File: src/rtl/div_pkg.sv
// Shared types and constants for the iterative restoring divider.
package div_pkg;

    localparam int unsigned DIV_WIDTH = 32;
    localparam logic [DIV_WIDTH-1:0] DIV0_QUOTIENT = '1;

    typedef enum logic [1:0] {
        IDLE,
        CALC,
        DONE
    } div_state_t;

endpackage

File: src/rtl/div_sub_step.sv
// One restoring trial subtraction: a + ~b + 1 over WIDTH+1 bits.
module div_sub_step #(
    parameter int unsigned WIDTH = 32
) (
    input  logic [WIDTH:0]   a,
    input  logic [WIDTH:0]   b,
    output logic [WIDTH-1:0] diff,
    output logic             borrow
);

    logic [WIDTH:0] sum;

    // The caller keeps a < 2*b, so the sign bit of the truncated sum is the borrow.
    assign sum    = a + ~b + {{WIDTH{1'b0}}, 1'b1};
    assign diff   = sum[WIDTH-1:0];
    assign borrow = sum[WIDTH];

endmodule

File: src/rtl/div32_restoring.sv
// Iterative restoring unsigned divider, one quotient bit per clock.
// Define DIV32_SIGNED_EN to add the signed_op input for truncating signed division.
module div32_restoring
    import div_pkg::*;
#(
    parameter  int unsigned WIDTH = DIV_WIDTH,
    localparam int unsigned CNT_W = $clog2(WIDTH)
) (
    input  logic             clk,
    input  logic             rst_n,
    input  logic             start,
    input  logic [WIDTH-1:0] dividend,
    input  logic [WIDTH-1:0] divisor,
`ifdef DIV32_SIGNED_EN
    input  logic             signed_op,
`endif
    output logic             busy,
    output logic             done,
    output logic [WIDTH-1:0] quotient,
    output logic [WIDTH-1:0] remainder,
    output logic             div_by_zero
);

    div_state_t       state, state_n;
    logic [WIDTH-1:0] rem_r, q_r, dvsr_r;
    logic [CNT_W-1:0] cnt_r;
    logic             neg_q_r, neg_r_r;

    logic             sgn_dd, sgn_dv;
    logic [WIDTH-1:0] mag_dd, mag_dv;
    logic [WIDTH-1:0] diff;
    logic             borrow;
    logic [WIDTH-1:0] rem_next, q_next;

`ifdef DIV32_SIGNED_EN
    assign sgn_dd = signed_op & dividend[WIDTH-1];
    assign sgn_dv = signed_op & divisor[WIDTH-1];
`else
    assign sgn_dd = 1'b0;
    assign sgn_dv = 1'b0;
`endif
    assign mag_dd = sgn_dd ? (~dividend + 1'b1) : dividend;
    assign mag_dv = sgn_dv ? (~divisor + 1'b1) : divisor;

    // The bit shifted out of rem is kept as the trial's top bit so large divisors stay exact.
    div_sub_step #(.WIDTH(WIDTH)) u_step (
        .a      ({rem_r, q_r[WIDTH-1]}),
        .b      ({1'b0, dvsr_r}),
        .diff   (diff),
        .borrow (borrow)
    );

    assign rem_next = borrow ? {rem_r[WIDTH-2:0], q_r[WIDTH-1]} : diff;
    assign q_next   = {q_r[WIDTH-2:0], ~borrow};

    assign busy = (state != IDLE);
    assign done = (state == DONE);

    always_comb begin
        state_n = state;
        case (state)
            IDLE:    if (start) state_n = (divisor == '0) ? DONE : CALC;
            CALC:    if (cnt_r == '0) state_n = DONE;
            DONE:    state_n = IDLE;
            default: state_n = IDLE;
        endcase
    end

    always_ff @(posedge clk or negedge rst_n) begin
        if (!rst_n) state <= IDLE;
        else        state <= state_n;
    end

    always_ff @(posedge clk or negedge rst_n) begin
        if (!rst_n) begin
            rem_r       <= '0;
            q_r         <= '0;
            dvsr_r      <= '0;
            cnt_r       <= '0;
            neg_q_r     <= 1'b0;
            neg_r_r     <= 1'b0;
            quotient    <= '0;
            remainder   <= '0;
            div_by_zero <= 1'b0;
        end else begin
            case (state)
                IDLE: begin
                    if (start) begin
                        rem_r   <= '0;
                        q_r     <= mag_dd;
                        dvsr_r  <= mag_dv;
                        cnt_r   <= CNT_W'(WIDTH - 1);
                        neg_q_r <= sgn_dd ^ sgn_dv;
                        neg_r_r <= sgn_dd;
                        if (divisor == '0) begin
                            quotient    <= {WIDTH{DIV0_QUOTIENT[0]}};
                            remainder   <= dividend;
                            div_by_zero <= 1'b1;
                        end
                    end
                end
                CALC: begin
                    rem_r <= rem_next;
                    q_r   <= q_next;
                    if (cnt_r == '0) begin
                        quotient    <= neg_q_r ? (~q_next + 1'b1) : q_next;
                        remainder   <= neg_r_r ? (~rem_next + 1'b1) : rem_next;
                        div_by_zero <= 1'b0;
                    end else begin
                        cnt_r <= cnt_r - 1'b1;
                    end
                end
                default: ;
            endcase
        end
    end

endmodule
File: config.mk
export PLATFORM = sky130hd
export DESIGN_NAME = div32_restoring
export DESIGN_NICKNAME = d
export VERILOG_FILES = /design/src/rtl/div_pkg.sv /design/src/rtl/div_sub_step.sv /design/src/rtl/div32_restoring.sv
export SDC_FILE = /design/constraint.sdc
export NUM_CORES = 1
export LEC_CHECK = 0
export CORE_ASPECT_RATIO = 2
export CORE_MARGIN = 2
export CORE_UTILIZATION = 40
export CTS_BUF_LIST = sky130_fd_sc_hd__clkbuf_8
export DETAILED_ROUTE_END_ITERATION = 7
export PLACE_DENSITY = 0.6
export SYNTH_ARGS = -nofsm -noshare
export SYNTH_HDL_FRONTEND = slang
export SYNTH_HIERARCHICAL = 1
export SYNTH_SLANG_ARGS = --single-unit
File: constraint.sdc
create_clock -name clk -period 9.3 [get_ports clk]
set_clock_uncertainty 0.1 [all_clocks]
set_input_delay 1.86 -clock clk [delete_from_list [all_inputs] [get_ports clk]]
set_output_delay 1.86 -clock clk [all_outputs]
set_load 0.1 [all_outputs]
### Yosys cells after proc, flatten, opt, wreduce, memory -nomap -nowiden

Cells that the tools add are included.

* output and inout port bits: 67
* input bits: 67
* register bits after elaboration: 168

* equality and inequality tests: 6
* reduce and logical (&&, ||, !) cells: 10
* $add $sub $neg: 3
* bitwise operators: 2
* mux-type cells: 24

Operator list (count)
* $mux W32: 9
* $pmux W32 S2: 4
* $add A33 B1 Y33 const B: 1
* $add A33 B33 Y33: 1
* $not A32 Y33: 1
* $logic_not A32 Y1: 1
* $mux W5: 2
* $pmux W5 S2: 1
* $ne A2 B2 Y1 const B: 4
* $mux W2: 3
* $reduce_and A2 Y1: 3
* $logic_not A5 Y1: 1
* $sub A5 B1 Y5 const B: 1
* $pmux W2 S2: 1
* $reduce_and A4 Y1: 1
* $reduce_bool A2 Y1: 2
* $mux W1: 3
* $reduce_and A3 Y1: 1
* $eq A2 B1 Y1 const B: 1
* $eq A2 B2 Y1 const B: 1
* $logic_not A2 Y1: 1
* $pmux W1 S2: 1
* $not A1 Y1: 1

### Longest topological paths before layout

Gate-level depths: netlist (run 1).

* word-level depth: 6
* mapped depth: 16

### Cells and area by module

The synthesis (run 1) kept the hierarchy.

By module, submodules not included
* div32_restoring: times used 1, area an instance 7165.6 um^2, cells each 679
* div_sub_step: times used 1, area an instance 1976.9 um^2, cells each 296

### Worst setup path after synthesis (run 1)

OpenSTA, ideal clock, no wires.

* path type: register to output
* from: reg state[0]
* to: out done
* path buffers: 0
* path slack: 5.600 ns
* arrival time: 1.740 ns
* data required time: 7.340 ns
* cell stages (with the launch flop): 2
* cell sequence: dfrtp_1 -> nor2b_1

* cells in the longest elaborated chain, start to end: 1

Ends and longest elaborated chain
* start, declared: line div32_restoring.sv:24 `div_state_t state, state_n;`
* start signal, assigned: line div32_restoring.sv:71 `else state <= state_n;`
* $eq A2 B2 Y1: line div32_restoring.sv:57 `assign done = (state == DONE);`
* end, declared: line div32_restoring.sv:18 `output logic done,`

Every way passes these cells.

### Worst setup path in the final report (run 1)

* from: in start
* to: reg quotient[2]

* cells in the longest elaborated chain, start to end: 2

Ends and longest elaborated chain
* start, declared: line div32_restoring.sv:11 `input logic start,`
* $ne A2 B2 Y1 (no line)
* $reduce_and A4 Y1 (no line)
* end signal, assigned: line div32_restoring.sv:96 `quotient <= {WIDTH{DIV0_QUOTIENT[0]}};`
* end signal, assigned: line div32_restoring.sv:106 `quotient <= neg_q_r ? (~q_next + 1'b1) : q_next;`
* end, declared: line div32_restoring.sv:19 `output logic [WIDTH-1:0] quotient,`

Every way passes these cells.
A chain may end at the register's enable or synchronous reset.

==> results of run 1 <==
## worst max-delay path, cell delays in order
cell and delay [ns]:
sky130_fd_sc_hd__clkdlybuf4s50_1 0.49, sky130_fd_sc_hd__o21bai_4 0.14, sky130_fd_sc_hd__buf_4 0.71, sky130_fd_sc_hd__nand2b_2 0.67, sky130_fd_sc_hd__or2_4 0.51, sky130_fd_sc_hd__clkinv_8 0.24
sky130_fd_sc_hd__o22a_1 0.25
## cells by family (layout without fill, tap and decap cells)
family          after synthesis  count (layout)  share of synthesized area (%)
xor+xnor                     32              32                           3.07
compound gates              301             301                           21.5
mux                          64              64                           7.01
other cells                   1               1                         0.0410
fa+ha+maj                    34              34                           4.74
flops                       168             168                           46.0
buf+inv                     109             222                           5.43
simple gates                266             266                           12.3
## per-layer routing
layer	track usage, %	vias up	wire length, um
li1	-	3599	-
met1	24.2	3508	10100
met2	36.0	148	12300
met3	3.56	35	632
met4	7.58	0	748
met5	0	-	0
## how the worst max path moves through the flow
stage,startpoint,endpoint,slack [ns],depth (start not counted)
2_1_floorplan,state[0],done,5.60,1
3_3_place_gp,start,quotient[4],4.15,7
3_5_place_dp,start,quotient[3],4.12,7
4_1_cts,start,quotient[2],4.64,7
5_1_grt,start,quotient[5],4.40,7
6_report,start,quotient[2],4.64,7
## cell usage in the layout (no fill, tap or decap), drive strengths merged, types with 4 or more instances in the layout
cell	netlist	routed
xor2	7	7
nand4	12	12
nand2b	4	4
nor2	57	57
nand2	157	157
buf	20	8
a31oi	5	5
nor2b	7	7
o21a	4	4
nor4	9	9
a21o	45	45
nor3	4	4
o21ai	109	109
o22a	30	30
nand3	7	7
a21oi	73	73
xnor2	25	25
ha	33	33
clkbuf	37	20
dfrtp	168	168
clkdlybuf4s50	0	132
o21bai	9	9
inv	51	53
mux2i	64	64
clkinv	1	5
## final cells by class
class	instances	area, sq um	area share [%]
Multi-Input combinational cell	698	4470	40.5
Clock inverter	10	144	1.30
Inverter	52	208	1.88
Timing Repair Buffer	140	1390	12.5
Sequential cell	168	4200	38.1
Clock buffer	20	275	2.49
Tap cell	280	350	3.17
## state kept, by name, summed over array words and instances (netlist names)
| register | cells |
|---|---|
| quotient | 32 |
| rem_r | 32 |
| remainder | 32 |
| cnt_r | 5 |
| div_by_zero | 1 |
| state | 2 |
| dvsr_r | 32 |
| q_r | 32 |
## through the flow
step,hold WS (ns),utilization [%]
final,0.377,49.0
after global routing,0.406,49.0
after CTS,0.385,49.0
after detailed placement,0.363,47.1
after global placement,0.359,47.1
after floorplan,0.346,-
==> run summary, run 1 <==
The number of antenna violations at the first check in global routing is 0. For hold timing, the worst endpoint is dvsr_r[23]. For the detailed-route via count, the log shows 7290. The die is 111 um wide. The run gives 23800 um as the final routed wirelength across all metal layers. In this run, the number of DRC markers left after iteration 0 of detailed routing was 320.

Of the post-synthesis cell area, the dominant cell type holds 46.0%. Total negative slack for setup checks: 0 ns. Summing all non-filler instances in the final layout gives an area of 0.0110 sq mm. Counting flops with a built-in enable in the synthesized netlist gives 0. Entering global routing, the biggest net connects 99 pins.

STA puts the critical path data required time at 9.56 ns. The longest clock path from root to sink contains 2 buffers. For the worst slack at placement, the log shows 4.12 ns.

For the worst-skew pair, the clock arrives at the later sink with an insertion delay of 0.48 ns. Summed over all nets, the half-perimeter wirelength after detailed placement is 17900 um. The number of global-route vias before repair is 7477. The synthesized netlist contains 57 unique library cells. Most repeated cell in the gate-level netlist after synthesis: sky130_fd_sc_hd__dfrtp_1. The worst hold path passes through 2 cells.

STA classifies the critical path endpoint as a flip-flop. The worst register-to-register path has a setup slack of 5.39 ns. The number of hold violations in the final report was 0.

The largest area contributor in the synthesized netlist was sky130_fd_sc_hd__dfrtp_1. The cell area that synthesis handed to floorplanning was 0.00914 sq mm. The floorplan has 78 rows. The synthesized area divided by synthesized cell count came out at 9.38 sq um.

Once the clock tree was built, the setup fixing pass inserted 0 buffers. The commonest cells after synthesis are 168 x sky130_fd_sc_hd__dfrtp_1, 157 x sky130_fd_sc_hd__nand2_1, 77 x sky130_fd_sc_hd__o21ai_0. The final count of pins violating max slew was 0; the number of search-and-repair iterations in the first detailed-routing pass was 4.

Counting every sink on the clock net gives 168. The run gives 0.866 as the final weighted congestion of routability-driven global placement. The logs give 0 for the count of hold buffers inserted by post-cts repair and 0.0225 sq mm for the core area.

Setup repair after global routing left no endpoint under its margin. Growth of design area from synthesis to finish: 20.7%. The final layout contains 1178 nets. Max-cap violations in this run came to 0. The critical path in this run is classified as input pin to flip-flop. The run finished with clean final reports. The number of H-tree levels is 4. Along the worst path, the maximum fanout reaches 98. The tools report the die footprint as 0.0242 sq mm. Setup violations remaining at the end of the flow were counted as 0. Once the clock tree was built, the resizer swapped 0 gates to a different size. At the pin with the least slew margin, the transition time is 1.11 ns.

In the routed layout, each cell is associated on average with a via count of 5.33. The fraction of the cycle the final worst path needs was 50.2%. The number of primary I/O pins was 134; the synthesized flop and latch total was 168. Once layout is complete, the cells apart from fillers number 1368. For this run, asynchronously set or reset flops after synthesis account for 100%.

The category of the worst setup path launch point was an input pin. The number of warning messages in the yosys log was 6; the share of layout cells above drive strength 1 was 5.42%. At the worst endpoint, the arrival time is 4.93 ns. After filler insertion, the fill cell instance count of the layout stands at 2191.

The depth of the worst register-to-register path was 15. The worst hold path startpoint is dvsr_r[23]. The synthesized instance count is 975. After clock tree synthesis, the clock-pin slew on the worst setup and hold paths is 0.08 ns. Setup slack closes at 4.64 ns. The register area share after synthesis was 46.0%. The worst register-to-register path ends at remainder[3]. In this run, placement finished with an instance count of 1338. The number of DRC violations after detailed routing came out at 0. The first global-routing pass estimated 39000 um of wire. For this run, the total global-route usage over all layers was measured as 20.2%. Top achievable clock speed: 0.214 GHz.

In this run the vertical extent of the chip is 218 um. Top flip-flop cell by instance count after synthesis: sky130_fd_sc_hd__dfrtp_1. In the final routed layout, each cell accounts on average for 17.4 um.

The cell sitting at the root of the clock tree is a sky130_fd_sc_hd__clkbuf_8. The logs give 25.6% for the tightest slew margin relative to the limit and 1076 for the net count after synthesis. The number of clock buffers inserted by TritonCTS is 17, and the clock period minus final worst setup slack is 4.66 ns. By area the synthesized netlist is led by sky130_fd_sc_hd__dfrtp_1 46%, sky130_fd_sc_hd__mux2i_1 7.0%, sky130_fd_sc_hd__nand2_1 6.4%. The startpoint of the lowest-slack register-to-register path is q_r[31].

For this configuration, the core starts out at a cell density of 40.6%. The min-delay analysis places its worst path in the category flip-flop to flip-flop. The placed instances occupy a cell area of 0.0106 sq mm. The remaining number of nets flagged by the antenna check after routing was 0; the residual overflow from global routing was 0.

Buffers placed on the I/O ports in this run total 133. TritonCTS built the clock tree. 0 antenna diodes ended up in the layout.
Power of run 1 is left out: the tool's default activity adds up to more than one toggle a clock period on the data nets, which glitch-free logic cannot reach.
==> run 2, diff against run 1 <==
==> constraint.sdc (replaced) <==
create_clock -name clk -period 4.5 [get_ports clk]
set_clock_uncertainty 0.1 [all_clocks]
set_input_delay 0.9 -clock clk [delete_from_list [all_inputs] [get_ports clk]]
set_output_delay 0.9 -clock clk [all_outputs]
set_load 0.1 [all_outputs]
==> run 2 against run 1 <==
Via count up 0.26%. Global-route usage about the same. Critical endpoint is now done. Clock-buffer cell count up 1. Non-clock buffer count up 5. Setup slack worse by 3.7 ns. Critical path depth down 5. Register-to-register slack worse by 4.4 ns. Design area about the same. Worst hold slack worse by 0.049 ns. Utilization about the same. Die area unchanged.
==> run summary, run 2 (synthesized netlist as in run 1, its figures left out) <==
The setup slack after layout is 0.981 ns (was 4.64 ns). Count of inserted antenna diode cells: 0 (unchanged). The number of buffers on the longest clock path is 2 (unchanged), and the vertical die dimension is 218 um (unchanged). The type of the most critical hold path was input pin to async pin (was flip-flop to flip-flop). The transition time of the tightest slew-check pin works out to 1.16 ns (was 1.11 ns). The wire length per cell after detailed routing was 17.0 um (was 17.4 um). The clock insertion delay at the later pin of the skew report was 0.48 ns (about the same); the residual overflow from global routing was 0 (unchanged). The buffers inserted during post-CTS setup optimization came out at 0 (unchanged). The category of the worst setup path launch point was a flip-flop (was an input pin).

The horizontal die dimension was 111 um (unchanged). The number of instances resized during post-cts repair is 0 (unchanged), and the final non-filler cell total is 1375 (was 1368). The number of DRC violations after detailed routing was 0 (unchanged); the detailed-route via count was 7309 (was 7290). Final routed wirelength across all metal layers: 23400 um (was 23800 um).

The final count of pins violating max slew is 0 (unchanged), and the first-pass GRT wire length is 39100 um (was 39000 um). Most used cells in the layout excluding fill and tap cells: 168 x sky130_fd_sc_hd__dfrtp_1, 157 x sky130_fd_sc_hd__nand2_1, 132 x sky130_fd_sc_hd__clkdlybuf4s50_1 (unchanged). TritonCTS built the clock tree. The run gives 17 (unchanged) as the number of clock buffers inserted by TritonCTS. The area occupied by registers was 0.00420 sq mm (unchanged). Clock input transition at the sequential cells of the worst setup and hold paths: 0.10 ns (was 0.08 ns). The number of primary I/O pins is 134 (unchanged), and the number of global-route vias before repair is 7517 (was 7477). The core area is 0.0225 sq mm (unchanged), and the number of antenna violations at the first check in global routing is 0 (unchanged). The logs give 0.00447 sq mm (unchanged) for the footprint of the multi-input gates and 97 (was 99) for the largest net degree at the start of global routing. The tools report the nature of the critical path endpoint as an output port (was a flip-flop).

The logs give 0 (unchanged) for the number of failing setup endpoints in the final timing report and 0.0242 sq mm (unchanged) for the die footprint. For the row count, the log shows 78 (unchanged). The number of hold violations in the final report was 0 (unchanged). The iteration-0 DRC count of the detailed router came out at 351 (was 320).

Leading cell type in the layout, fill and taps excluded: sky130_fd_sc_hd__dfrtp_1 (unchanged). Required time of the critical path: 3.50 ns (was 9.56 ns). The total of buffers placed on input and output ports is 133 (unchanged), and the half-perimeter wire length of the detailed placement result is 17900 um (about the same). The tools report the total negative slack for setup checks as 0 ns (unchanged).

The highest fanout seen on the critical path is 5 (was 98), and the total number of clock tree sinks is 168 (unchanged). For the remaining number of nets flagged by the antenna check after routing, the log shows 0 (unchanged). Setup repair after global routing left no endpoint under its margin. The logs give 2212 (was 2191) for the number of fillers in the final layout and 40.6% (unchanged) for the starting density of the core. The tightest slew margin relative to the limit was 22.2% (was 25.6%). The logs give 4 (unchanged) for the number of H-tree levels and 1.07 ns (was 4.12 ns) for the worst slack at placement. The number of nets in the finished design came out at 1183 (was 1178). The tools report the final weighted congestion of routability-driven global placement as 0.929 (was 0.866). The average via count per standard cell is 5.32 (was 5.33).

For the data arrival time of the critical path, the log shows 2.52 ns (was 4.93 ns). The cell at the root of the clock tree was sky130_fd_sc_hd__clkbuf_8 (unchanged). Path type of the worst setup path: flip-flop to output port (was input pin to flip-flop).

The tools report the number of search-and-repair iterations in the first detailed-routing pass as 5 (was 4). The growth of design area from synthesis to finish is 20.8% (was 20.7%). Cell count after placement: 1343 (was 1338). The flow ran to the end, and the final reports show no timing, DRC or antenna violations.

The share of layout cells above drive strength 1 is 6.03% (was 5.42%). The fraction of the cycle the final worst path needs came out at 78.2%. Counting I/O delays and the setup requirement, the final critical path takes 3.52 ns. The count of hold buffers inserted by post-cts repair is 0 (unchanged), and the global router's overall resource usage is 20.2% (about the same).

Static timing analysis puts the maximum clock frequency at 0.284 GHz. The number of maximum-capacitance constraint violations is 0 (unchanged).
## run 2: cell count changes in the layout (fill, tap and decap cells not counted)
cell | previous run | this run
sky130_fd_sc_hd__clkinv_4 | 1 | 5
sky130_fd_sc_hd__clkbuf_8 | 20 | 21
sky130_fd_sc_hd__buf_12 | 0 | 1
sky130_fd_sc_hd__bufinv_16 | 3 | 0
sky130_fd_sc_hd__clkinvlp_4 | 1 | 0
sky130_fd_sc_hd__buf_4 | 7 | 11
sky130_fd_sc_hd__inv_6 | 0 | 1
## run 2: worst paths after layout
check                           cells past startpoint  slack, ns       start            to
worst max-delay path                                2       0.98    state[1]          done
worst min-delay path                                1       0.33       rst_n     dvsr_r[2]
worst max register to register                     15       1.03     q_r[31]  remainder[2]
worst min register to register                      2       0.38  dvsr_r[15]    dvsr_r[15]
max in group asynchronous                           2       3.09       rst_n  quotient[23]
min in group clk                                    2       0.38  dvsr_r[15]    dvsr_r[15]
## run 2: area by class of cell
cell class                      count  share of cell area [%]
Multi-Input combinational cell    698                    40.5
Sequential cell                   168                    38.1
Timing Repair Buffer              145                    13.0
Tap cell                          280                    3.17
Clock buffer                       21                    2.62
Inverter                           52                    1.88
Clock inverter                     11                   0.815
## run 2: through the flow
stage / util (%) / hold WS (ns) / cell area [sq um]
floorplan: - / 0.346 / 9140
global placement: 47.3 / 0.359 / 10700
detailed placement: 47.3 / 0.362 / 10700
CTS: 49.0 / 0.354 / 11000
global route: 49.0 / 0.370 / 11000
finish: 49.0 / 0.328 / 11000
## run 2: worst max-delay path, cell delays in order (launching register included)
cell and delay (ns):
sky130_fd_sc_hd__dfrtp_1 0.50, sky130_fd_sc_hd__nor2b_1 0.33, sky130_fd_sc_hd__clkdlybuf4s50_1 1.20
## run 2: per-layer routing
metal  track usage, %  vias to the layer above  routed length (um)
met2             36.0                      162               12300
met1             24.4                     3502                9840
li1                 -                     3615                   -
met3             3.81                       30                 776
met4             7.04                        0                 455
met5                0                        -                   0
Power of run 2 is left out for the same reason.
